--- src/rtl/hdr_reader.sv ---
// hdr_reader: fetch a 256-byte header slot over one AXI4 read burst, stream it out, then free the slot.
module hdr_reader #(
  parameter logic [18:0] BASE_ADDR = 19'h03F00,
  parameter int          NBEATS    = 32
) (
  input  logic        memclk,
  input  logic        memresetn,
  input  logic [23:0] s_cmpl_tdata,
  input  logic        s_cmpl_tvalid,
  output logic        s_cmpl_tready,
  output logic [31:0] m_axi_araddr,
  output logic [7:0]  m_axi_arlen,
  output logic [2:0]  m_axi_arsize,
  output logic [1:0]  m_axi_arburst,
  output logic        m_axi_arvalid,
  input  logic        m_axi_arready,
  input  logic [63:0] m_axi_rdata,
  input  logic [1:0]  m_axi_rresp,
  input  logic        m_axi_rlast,
  input  logic        m_axi_rvalid,
  output logic        m_axi_rready,
  output logic [63:0] m_hdr_tdata,
  output logic        m_hdr_tlast,
  output logic        m_hdr_tvalid,
  input  logic        m_hdr_tready,
  output logic [15:0] m_free_tdata,
  output logic        m_free_tvalid,
  input  logic        m_free_tready,
  output logic [15:0] err_count_o,
  output logic        rd_err_o
);
  localparam int CW = $clog2(NBEATS);
  typedef enum logic [1:0] {IDLE, ADDR, DATA, FREE} state_t;
  state_t          state_q, state_d;
  logic [12:0]     slot_q, slot_d;
  logic [CW-1:0]   cnt_q, cnt_d;
  logic [15:0]     err_cnt_q, err_cnt_d;
  logic            rd_err_q, rd_err_d;
  logic            last, r_hs;
  logic            unused_cmpl_bits;
  assign unused_cmpl_bits = ^{s_cmpl_tdata[23:21], s_cmpl_tdata[7:4]};
  assign m_axi_araddr  = {slot_q, BASE_ADDR};
  assign m_axi_arlen   = 8'(NBEATS - 1);
  assign m_axi_arsize  = 3'b011;
  assign m_axi_arburst = 2'b01;
  assign m_hdr_tdata   = m_axi_rdata;
  assign m_free_tdata  = {3'b0, slot_q};
  assign err_count_o   = err_cnt_q;
  assign rd_err_o      = rd_err_q;
  always_ff @(posedge memclk) begin
    if (!memresetn) begin
      state_q   <= IDLE;
      slot_q    <= '0;
      cnt_q     <= '0;
      err_cnt_q <= '0;
      rd_err_q  <= 1'b0;
    end else begin
      state_q   <= state_d;
      slot_q    <= slot_d;
      cnt_q     <= cnt_d;
      err_cnt_q <= err_cnt_d;
      rd_err_q  <= rd_err_d;
    end
  end
  always_comb begin
    state_d       = state_q;
    slot_d        = slot_q;
    cnt_d         = cnt_q;
    err_cnt_d     = err_cnt_q;
    rd_err_d      = rd_err_q;
    last          = cnt_q == CW'(NBEATS - 1);
    s_cmpl_tready = memresetn && state_q == IDLE && s_cmpl_tvalid;
    m_axi_arvalid = state_q == ADDR;
    m_axi_rready  = state_q == DATA && m_hdr_tready;
    m_hdr_tvalid  = state_q == DATA && m_axi_rvalid;
    m_hdr_tlast   = state_q == DATA && last;
    m_free_tvalid = state_q == FREE;
    r_hs          = m_axi_rready && m_axi_rvalid;
    case (state_q)
      IDLE: if (s_cmpl_tvalid) begin
        slot_d = s_cmpl_tdata[20:8];
        // errored writes skip the fetch but still return the slot
        if (s_cmpl_tdata[3:0] != 4'h0) begin
          state_d   = FREE;
          err_cnt_d = err_cnt_q + {15'b0, err_cnt_q != 16'hFFFF};
        end else state_d = ADDR;
      end
      ADDR: if (m_axi_arready) begin
        state_d = DATA;
        cnt_d   = '0;
      end
      DATA: if (r_hs) begin
        cnt_d = cnt_q + CW'(1);
        if (m_axi_rresp != 2'b00 || m_axi_rlast != last) rd_err_d = 1'b1;
        if (last) state_d = FREE;
      end
      FREE: if (m_free_tready) state_d = IDLE;
    endcase
  end
endmodule

--- config.mk ---
export PLATFORM = sky130hd
export DESIGN_NAME = hdr_reader
export DESIGN_NICKNAME = d
export VERILOG_FILES = /design/src/rtl/hdr_reader.sv
export SDC_FILE = /design/constraint.sdc
export NUM_CORES = 1
export LEC_CHECK = 0
export BUFFER_PORTS_ARGS = -buffer_cell sky130_fd_sc_hd__buf_2
export CORE_AREA = 2 2 95 97
export DETAILED_ROUTE_END_ITERATION = 16
export DIE_AREA = 0 0 97 99
export PLACE_DENSITY = 0.82
export SETUP_SLACK_MARGIN = 0.4
export SYNTH_ARGS = -nofsm -noshare
export SYNTH_HDL_FRONTEND = slang
export SYNTH_SLANG_ARGS = --single-unit
export TNS_END_PERCENT = 30
--- constraint.sdc ---
create_clock -name memclk -period 1.9 [get_ports memclk]
set_input_delay 0.38 -clock memclk [delete_from_list [all_inputs] [get_ports memclk]]
set_output_delay 0.38 -clock memclk [all_outputs]
set_load 0.02 [all_outputs]
# Word level (Yosys, flattened, before mapping)
# Index checks and enable logic that the tools add are counted.
[totals] ff_bits=37 latch_bits=0 ramBits=0 romBits=0 inputBits=98 out_inout_bits=148 word_cells=44 n_memories=0
[classes] add_sub_neg=2 multipliers=0 n_div=0 order_cmp=0 n_eq_ne=11 shift=0 muxes=10 n_bitwise=0 reduce_logical=16
[ops] cell="$add A16 B1 Y16" count=1
[ops] cell="$ne A16 B16 Y1 const B" count=1
[ops] cell="$mux W2" count=6
[ops] cell="$mux W5" count=2
[ops] cell="$pmux W5 S2" count=1
[ops] cell="$reduce_and A3 Y1" count=3
[ops] cell="$pmux W2 S4" count=1
[ops] cell="$logic_and A1 B1 Y1" count=6
[ops] cell="$ne A2 B2 Y1 const B" count=3
[ops] cell="$add A5 B1 Y5 const B" count=1
[ops] cell="$eq A5 B5 Y1 const B" count=1
[ops] cell="$reduce_and A5 Y1" count=1
[ops] cell="$eq A2 B2 Y1 const B" count=2
[ops] cell="$ne A2 B1 Y1 const B" count=2
[ops] cell="$reduce_bool A2 Y1" count=2
[ops] cell="$reduce_bool A4 Y1" count=1
[ops] cell="$eq A2 B1 Y1 const B" count=1
[ops] cell="$logic_not A2 Y1" count=1
[ops] cell="$reduce_and A2 Y1" count=1
[ops] cell="$logic_or A1 B1 Y1" count=1
[ops] cell="$ne A1 B1 Y1" count=1

# Logic depth before layout (Yosys ltp)
# Gate-level depths: netlist of run 1.
[logic_depth] word_depth=5 depth_mapped=9 depth_no_buf=9

# Worst setup path before layout of run 1
# No wires, ideal clock.
[synth_path] kind="flip-flop to flip-flop" from="reg err_cnt_q[7] (netlist: err_count_o[7])" to="reg err_cnt_q[10] (netlist: err_count_o[10])" setup_time_ns=0.072 arrival_time_ns=1.982 required_ns=1.828 setup_slack_ns=-0.154 stages_incl_launch_ff=10 path_buffers=0 synth_period_minus_slack_ns=2.054 path_cell_list="dfxtp_1 > and4_1 > and4_1 > nand4_1 > ha_1 > ha_1 > nand3_1 > nor4_4 > nand4_1 > mux2i_1"
[synth_via] elab_chain_cells=2
[synth_rtl] item="from (decl)" line="37" source="logic [15:0] err_cnt_q, err_cnt_d;"
[synth_rtl] item="from (signal assigned)" line="61" source="err_cnt_q <= err_cnt_d;"
[synth_rtl] item="$ne A16 B16 Y1" line="85" source="err_cnt_d = err_cnt_q + {15'b0, err_cnt_q != 16'hFFFF};"
[synth_rtl] item="$add A16 B1 Y16 *" line="85"
# Mark *: on every way between the ends. The rest lies on a longest branch, timed or not.
# A chain may end at the register's enable or synchronous reset.

# Worst setup path in the final report of run 1
[layout_path] from="reg err_cnt_q[7] (netlist: err_count_o[7])" to="reg err_cnt_q[11] (netlist: err_count_o[11])"
# The elaborated chain is that of the path after synthesis.

==> results.cfg, run 1 <==
[power_and_ir_drop]
power.total_mw = 2.601
power_density_mw_per_mm2 = 863.9
leakage_nw = 1.393
peakVddDrop_v = 0.0003392

[timing]
worstMarginPinSlew_ns = 0.5594
drv_slew = 0
final.setup_skew_ns = 0.008302
layout_setup_ws_ns = -0.05332
fmax_ghz = 0.5119
relSlewSlack_pct = 62.43
hold_viol_final = 0
layout_min_cycle_time_ns = 1.953
report.final.setup_viol = 6
period_share_pct = 102.8
rsz0062_at_grt = true

[cts]
cts_hold_buf = 0
root_buffer = clkbuf_8
htree_levels = 2
cts_tree = built
cts.sinks = 37
numCtsBuffers = 5
clock_latency_ns = 0.29
clockBufferDepth = 2
clkTransAtPathRegs_ns = 0.07

[layout]
antenna_cells = 0
fillerInstances = 896
fin_nets = 463
ff_latch_area_um2 = 770.7
syn_to_final_growth_pct = 12.48
multi_input_area_mm2 = 0.001354
layout-drive-gt1-share_pct = 45.51
instances_no_fill = 464

[yosys]
syn_area_mm2 = 0.002676
synthTopCellsByArea = buf_4 31%, dfxtp_1 28%, nand2_1 6.0%, ha_1 4.7%, a21oi_1 4.3%
synth_top_area_share_pct = 31.42
synth_cell_types = 36
synth-edff-count = 0
yosysTopAreaCell = buf_4
ys_ff_latch = 37
ys_seq_area_share_pct = 27.68
synthCells = 333
synthFlopType = dfxtp_1
yosysWarnings = 0
syn_area_per_cell_um2 = 8.037
async_flop_share_pct = 0

[route]
routed_wirelength_um = 5835
top_layer = met4
wl_met2_um = 3032
dr_wl_met3_um = 488
first_pass_iters = 6
vias = 2077
routedWlPerCell_um = 12.58
ant_nets = 0
met1_length_um = 2264
drc_errors = 0
drt-initial-drc-count = 43
viasPerCell = 4.476

[run_status]
status = complete, but fails checks
violations = setup timing

[global_route]
antenna_found_initial = 0
gr-total-overflow = 0
grt_use_total_pct = 11.86
grt_pass1_vias = 2033
grt_max_degree = 30
grt_pass1_wl_um = 9411

[worst_hold_path]
whs_path_depth = 3
hp-class = primary input to flip-flop

[floorplanning]
die-area_mm2 = 0.009603
boundaryPins = 246
core_area_mm2 = 0.008551
rows = 34
die_w_um = 97
die_h_um = 99
initial_core_util_pct = 31.30

[worst_setup_path]
path_class = flip-flop to flip-flop
crit_required_ns = 2.11
crit_fanout = 3
reg2regPathDepth = 11
arrival_ns = 2.17
cp-start-kind = flip-flop
crit_path_end_kind = flip-flop

[placement]
gp_congestion = 0.8233
dpl.cell_count = 446
port_buffers = 75
place_hpwl_um = 4150

[run]
maxCapViolCount = 0
[cells by family (layout without fill, tap and decap cells)]
logic type | count (synthesis) | count (layout) | synth area share, %
buffers and inverters | 129 | 119 | 34.46
and+or+nand+nor | 106 | 106 | 20.43
DFF | 37 | 37 | 27.68
AOI/OAI and AO/OA | 35 | 35 | 7.574
adders and majority gates | 10 | 10 | 4.675
xor gates and xnor gates | 7 | 7 | 2.291
muxes | 7 | 7 | 2.618
other | 2 | 35 | 0.2806
[cells in the mapped netlist, types with 3 or more instances]
library cell,instances
dfxtp_1,37
buf_4,112
and2_1,4
xnor2_1,7
clkbuf_1,5
nor2_1,21
a21oi_1,23
nand3_1,9
inv_1,8
ha_1,10
nand2_1,43
and4_1,3
nor3_1,3
o21ai_0,4
nand2b_1,7
and3_1,4
mux2i_1,7
[layout make-up]
| class | instances | area share [%] |
|---|---|---|
| multi-input cells | 200 | 44.97 |
| flip-flops and latches | 37 | 25.60 |
| clock buffers | 6 | 2.411 |
| repair buffers | 103 | 21.03 |
| well taps | 108 | 4.489 |
| inverters | 8 | 1.164 |
| clock inverters | 2 | 0.3325 |
[report_power, final]
group          internal, mW  total (mW)  switching [mW]
logic                 0.437        1.12           0.685
clock network         0.255       0.542           0.287
registers             0.859       0.937          0.0779
total                  1.55        2.60            1.05
[cells in the final DEF, fill, tap and decap left out, drive strengths merged, types with 2 or more instances in the layout]
cell type  count
buf          103
nand2         43
dfxtp         37
conb          35
a21oi         23
nor2          21
nand3         10
ha            10
inv            8
nand2b         7
mux2i          7
xnor2          7
clkbuf         6
nor4           5
and2           5
o21ai          4
and3           4
and4           3
nor3           3
nand4          2
a22oi          2
clkinv         2
[repair_timing]
item | in CTS | in global routing
setup endpoints to repair | 38 | 38
gates resized for setup | 45 | 14
pin swaps | 21 | 21
buffers inserted | 10 | 0
hold endpoints to repair | 0 | 0
[worst paths after layout]
check,to,start,slack (ns)
hold reg to reg,rd_err_o,rd_err_o,0.46
hold / removal,slot_q[11],s_cmpl_tdata[19],0.33
setup reg to reg,err_count_o[11],err_count_o[7],-0.05
setup / recovery,err_count_o[11],err_count_o[7],-0.05
[layer usage]
metal  track usage, %  vias to the layer above
li1                 -                      979
met1            13.19                      968
met2            21.31                      118
met3            4.184                       12
met4            3.575                        0
met5                0                        -
[sequential cells by signal, indices dropped and copies added, names as in the netlist]
signal	cells
cnt_q	5
err_count_o	16
rd_err_o	1
slot_q	13
state_q	2
[stage by stage]
step / setup slack, ns / setup TNS, ns / utilization (%) / hold WS (ns) / cell area (um^2)
global route: -0.1629 / -1.475 / 35.21 / 0.3218 / 3010
global placement: -0.09478 / -0.2826 / 30.51 / 0.4491 / 2609
CTS: -0.1491 / -0.6959 / 34.45 / 0.3158 / 2945
finish: -0.05332 / -0.2465 / 35.21 / 0.3316 / 3010
detailed placement: -0.1445 / -0.5453 / 30.51 / 0.4569 / 2609
floorplan: -0.005128 / -0.005128 / - / 0.4539 / 2855
[worst max-delay path, stage by stage (launching register included)]
cell and delay, ns:
dfxtp_4 0.35, and4_4 0.23, and4_4 0.21, nand4_1 0.13
ha_2 0.24, buf_6 0.12, buf_6 0.11, nand3_4 0.06
nor4_4 0.04, buf_4 0.17, nand2_2 0.06, mux2i_1 0.17
No activity file was read; power rests on OpenSTA's default activity.
==> run 2: changes to the inputs <==
--- a/config.mk
+++ b/config.mk
@@ -11,6 +11,7 @@
 export DIE_AREA = 0 0 97 99
 export PLACE_DENSITY = 0.82
 export SETUP_SLACK_MARGIN = 0.4
+export SKIP_LAST_GASP = 1
 export SYNTH_ARGS = -nofsm -noshare
 export SYNTH_HDL_FRONTEND = slang
 export SYNTH_SLANG_ARGS = --single-unit
==> run 2 against run 1 <==
Compared with the run above: the run still ends with setup timing left; via count shrank 1.7%; count of clock-buffer cells in the layout unchanged; combinational power shrank 6%; flip-flop and latch count is the same; critical endpoint unchanged; total power fell by 3.4%.
==> results.cfg, run 2 (synthesized netlist as in run 1, its figures left out) <==
[run_status]
status = complete, but fails checks
violations = setup timing

[power_and_ir_drop]
power.total_mw = 2.513
peakVddDrop_v = 0.0002954
power_density_mw_per_mm2 = 856.6
leakage_nw = 1.380

[timing]
hold_viol_final = 0
layout_setup_ws_ns = -0.06860
worstMarginPinSlew_ns = 0.5413
rsz0062_at_grt = true
drv_slew = 0
fmax_ghz = 0.5080
layout_min_cycle_time_ns = 1.969
report.final.setup_viol = 7
period_share_pct = 103.6
relSlewSlack_pct = 63.64
final.setup_skew_ns = 0.01283

[worst_setup_path]
crit_required_ns = 2.11
cp-start-kind = flip-flop
crit_path_end_kind = flip-flop
crit_fanout = 3
path_class = flip-flop to flip-flop
regToRegStartpoint = err_count_o[7]
reg2regPathDepth = 11
reg2reg_to = err_count_o[11]
rrSetupSlack_ns = -0.07
arrival_ns = 2.18

[route]
drt-initial-drc-count = 32
vias = 2041
viasPerCell = 4.389
routedWlPerCell_um = 12.28
routed_wirelength_um = 5710
ant_nets = 0
drc_errors = 0
first_pass_iters = 4

[layout]
final_common_cell = buf_2
largest_reg_flops = 16
layout-drive-gt1-share_pct = 43.14
fin_nets = 464
design_area_mm2 = 0.002934
syn_to_final_growth_pct = 9.631
instances_no_fill = 465
antenna_cells = 0
layout_common_cells = 73 x buf_2, 42 x nand2_1, 35 x conb_1

[global_route]
grt_use_met1_pct = 13.14
gr-total-overflow = 0
grt_pass1_wl_um = 9232
antenna_found_initial = 0
use_met2_pct = 20.73
grt_busiest_layer = met2
grt_max_degree = 30
grt_use_met3_pct = 4.113
grt_pass1_vias = 1983
grt_use_total_pct = 11.62

[floorplanning]
rows = 34
die_w_um = 97
boundaryPins = 246
initial_core_util_pct = 31.30
core_area_mm2 = 0.008551
die_h_um = 99
die-area_mm2 = 0.009603

[cts]
cts.sinks = 37
cts_tree = built
htree_levels = 2
root_buffer = clkbuf_8
numCtsBuffers = 5
clkTransAtPathRegs_ns = 0.07
clock_latency_ns = 0.29
clockBufferDepth = 2

[run]
maxCapViolCount = 0

[worst_hold_path]
whs_path_depth = 3
whs_endpoint = slot_q[11]
hp-start = s_cmpl_tdata[19]
hp-class = primary input to flip-flop

[placement]
gp_congestion = 0.8233
postPlaceCellArea_mm2 = 0.002609
dpl.cell_count = 446
port_buffers = 75
place_hpwl_um = 4150
## run 2: cell types whose count changed in the layout (fill, tap and decap cells not counted), sizes merged
cell  delta
buf      +1
## run 2: through the flow
stage	utilization, %	hold WS (ns)	setup WS [ns]	TNS [ns]
2_1_floorplan	-	0.4539	-0.005128	-0.005128
3_3_place_gp	30.51	0.4491	-0.09478	-0.2826
3_5_place_dp	30.51	0.4569	-0.1445	-0.5453
4_1_cts	33.17	0.3158	-0.1509	-0.8889
5_1_grt	34.31	0.3227	-0.1693	-1.623
6_report	34.31	0.3310	-0.06860	-0.3589
## run 2: worst max-delay path, cell delays in order (launching register included)
cell and delay [ns]:
dfxtp_4 0.34, and4_4 0.23, and4_4 0.21, nand4_1 0.14, ha_2 0.25, buf_6 0.12
buf_6 0.11, nand3_4 0.06, nor4_4 0.04, buf_4 0.17, nand2_2 0.06, mux2i_1 0.17
## run 2: worst max path at each step
| stage | start | to | slack, ns |
|---|---|---|---|
| global route | err_count_o[7] | err_count_o[7] | -0.17 |
| global placement | err_count_o[10] | err_count_o[10] | -0.09 |
| CTS | err_count_o[10] | err_count_o[10] | -0.15 |
| finish | err_count_o[7] | err_count_o[11] | -0.07 |
| floorplan | err_count_o[10] | err_count_o[10] | -0.005 |
| detailed placement | err_count_o[10] | err_count_o[10] | -0.14 |
## run 2: layout make-up
class / count / area (um^2)
timing repair buffer: 104 / 616.8
tap: 108 / 135.1
multi-input combinational: 200 / 1303
fill: 905 / 5617
sequential: 37 / 767.0
inverter: 8 / 30.03
clock buffer: 6 / 72.57
clock inverter: 2 / 10.01
## run 2: repair_timing
item                                    in CTS  in global routing
pin swaps                                   12                  9
gates resized for setup                     18                 20
endpoints found under the hold margin        0                  0
cloned                                       0                  0
hold buffers                                 0                  0
buffers inserted                            10                  1
endpoints found under the setup margin      38                 41
## run 2: where the power goes
group          leakage, nW  switching, mW  total, mW  internal (mW)
sequential           0.308         0.0677      0.921          0.854
clock               0.0450          0.290      0.545          0.255
combinational         1.03          0.658       1.05          0.390
## run 2: layer usage
| layer | wire length [um] | part of all wire [%] | vias up |
|---|---|---|---|
| met5 | 0 | 0 | - |
| met4 | 44 | 0.77 | 0 |
| met3 | 444 | 7.8 | 12 |
| met2 | 2901 | 51 | 103 |
| met1 | 2319 | 41 | 941 |
| li1 | - | - | 985 |
==> run 3: changes to the inputs <==
--- a/config.mk
+++ b/config.mk
@@ -9,6 +9,7 @@
 export CORE_AREA = 2 2 95 97
 export DETAILED_ROUTE_END_ITERATION = 16
 export DIE_AREA = 0 0 97 99
+export MAX_ROUTING_LAYER = met4
 export PLACE_DENSITY = 0.82
 export SETUP_SLACK_MARGIN = 0.4
 export SKIP_LAST_GASP = 1
==> run 3 against run 2 <==
Compared with the run above: the flow still finishes with violations (setup timing); hold slack barely moved; final area did not move; register-to-register slack barely moved; critical endpoint unchanged; highest routed layer unchanged.
==> results.cfg, run 3 (synthesized netlist as in run 1, its figures left out) <==
[timing]
layout_setup_ws_ns = -0.06355
relSlewSlack_pct = 63.65
rsz0062_at_grt = true
final.setup_skew_ns = 0.01333
worstMarginPinSlew_ns = 0.5412
report.final.setup_viol = 7
fmax_ghz = 0.5093
whs_ns = 0.3309
hold_viol_final = 0
layout_min_cycle_time_ns = 1.964
drv_slew = 0
period_share_pct = 103.3

[route]
routedWlPerCell_um = 12.31
drt-initial-drc-count = 31
ant_nets = 0
vias = 2048
viasPerCell = 4.404
drc_errors = 0
first_pass_iters = 4
routed_wirelength_um = 5722

[run_status]
status = complete, but fails checks
violations = setup timing

[global_route]
grt_max_degree = 30
grt_use_total_pct = 11.97
grt_pass1_wl_um = 9232
antenna_found_initial = 0
grt_pass1_vias = 1983
gr-total-overflow = 0

[placement]
place_hpwl_um = 4150
detailedPlace.worstSlack_ns = -0.1445
port_buffers = 75
gp_congestion = 0.8357
postPlaceCellArea_mm2 = 0.002609
dpl.cell_count = 446

[worst_hold_path]
hp-class = primary input to flip-flop

[layout]
layout_common_cells = 73 x buf_2, 42 x nand2_1, 35 x conb_1
largest_reg_flops = 16
design_area_mm2 = 0.002934
instances_no_fill = 465
antenna_cells = 0
syn_to_final_growth_pct = 9.631
fillerInstances = 905
final_common_cell = buf_2
fin_nets = 464
layout-drive-gt1-share_pct = 43.14

[power_and_ir_drop]
power.total_mw = 2.514
peakVddDrop_v = 0.0002967
power_density_mw_per_mm2 = 856.8
leakage_nw = 1.380

[worst_setup_path]
crit_required_ns = 2.11
cpPeakStageDelay_ns = 0.34
crit_path_cell_trace = and4_4, and4_4, nand4_1, ha_2, buf_6, buf_6, nand3_4, nor4_4, buf_4, nand2_2, mux2i_1
cp-start-kind = flip-flop
crit_path_end_kind = flip-flop
arrival_ns = 2.17
path_class = flip-flop to flip-flop
crit_fanout = 3
crit_slowest_cell = dfxtp_4

[cts]
htree_levels = 2
cts_tree = built
numCtsBuffers = 5
cts_hold_buf = 0
root_buffer = clkbuf_8
clock_latency_ns = 0.29
cts.sinks = 37
clkTransAtPathRegs_ns = 0.07
clockBufferDepth = 2

[floorplanning]
initial_core_util_pct = 31.30
die_h_um = 99
die-area_mm2 = 0.009603
core_area_mm2 = 0.008551
die_w_um = 97
boundaryPins = 246
rows = 34

[run]
maxCapViolCount = 0
==> run 3: cell counts in the layout (fill, tap and decap cells not counted) <==
Identical to the previous run, type by type.
==> run 3: critical path: cells and delay by family (launching register included) <==
family / cells / cell delay [ns]
flip-flops: 1 / 0.34
buffers and inverters: 3 / 0.40
adder cells (fa/ha/maj): 1 / 0.25
multiplexers: 1 / 0.17
AND/OR/NAND/NOR: 6 / 0.75
==> run 3: metrics by stage <==
stage               setup TNS (ns)  utilization (%)
detailed placement         -0.5453            30.51
global route                -1.623            34.31
finish                     -0.3210            34.31
global placement           -0.2826            30.51
floorplan                -0.005128                -
CTS                        -0.8889            33.17
==> run 3: area by class of cell <==
| type | count | area (um^2) | area share, % |
|---|---|---|---|
| clock inverter | 2 | 10.01 | 0.3412 |
| inverter | 8 | 30.03 | 1.023 |
| sequential | 37 | 767.0 | 26.14 |
| multi-input combinational | 200 | 1303 | 44.39 |
| tap | 108 | 135.1 | 4.606 |
| clock buffer | 6 | 72.57 | 2.473 |
| timing repair buffer | 104 | 616.8 | 21.02 |
==> run 3: timing repair <==
item / in CTS / in global routing
setup buffers: 10 / 1
pin swaps: 12 / 9
resized for setup: 18 / 20
setup endpoints to repair: 38 / 41
==> run 3: layer usage <==
metal / vias up / track usage, % / share of wire, %
li1: 986 / - / -
met1: 944 / 13.32 / 41
met2: 108 / 20.73 / 51
met3: 10 / 3.830 / 7.3
met4: 0 / 3.250 / 0.63
met5: - / - / 0
==> run 3: worst paths after layout <==
check,from,endpoint,slack (ns),cells after the start
setup / recovery,err_count_o[7],err_count_o[11],-0.06,11
setup reg to reg,err_count_o[7],err_count_o[11],-0.06,11
hold / removal,s_cmpl_tdata[19],slot_q[11],0.33,3
hold reg to reg,slot_q[1],slot_q[1],0.47,2
==> run 3: power by group <==
group          switching [mW]  internal [mW]  leakage, nW
clock network           0.290          0.255       0.0450
logic                   0.658          0.390         1.03
registers              0.0677          0.854        0.308
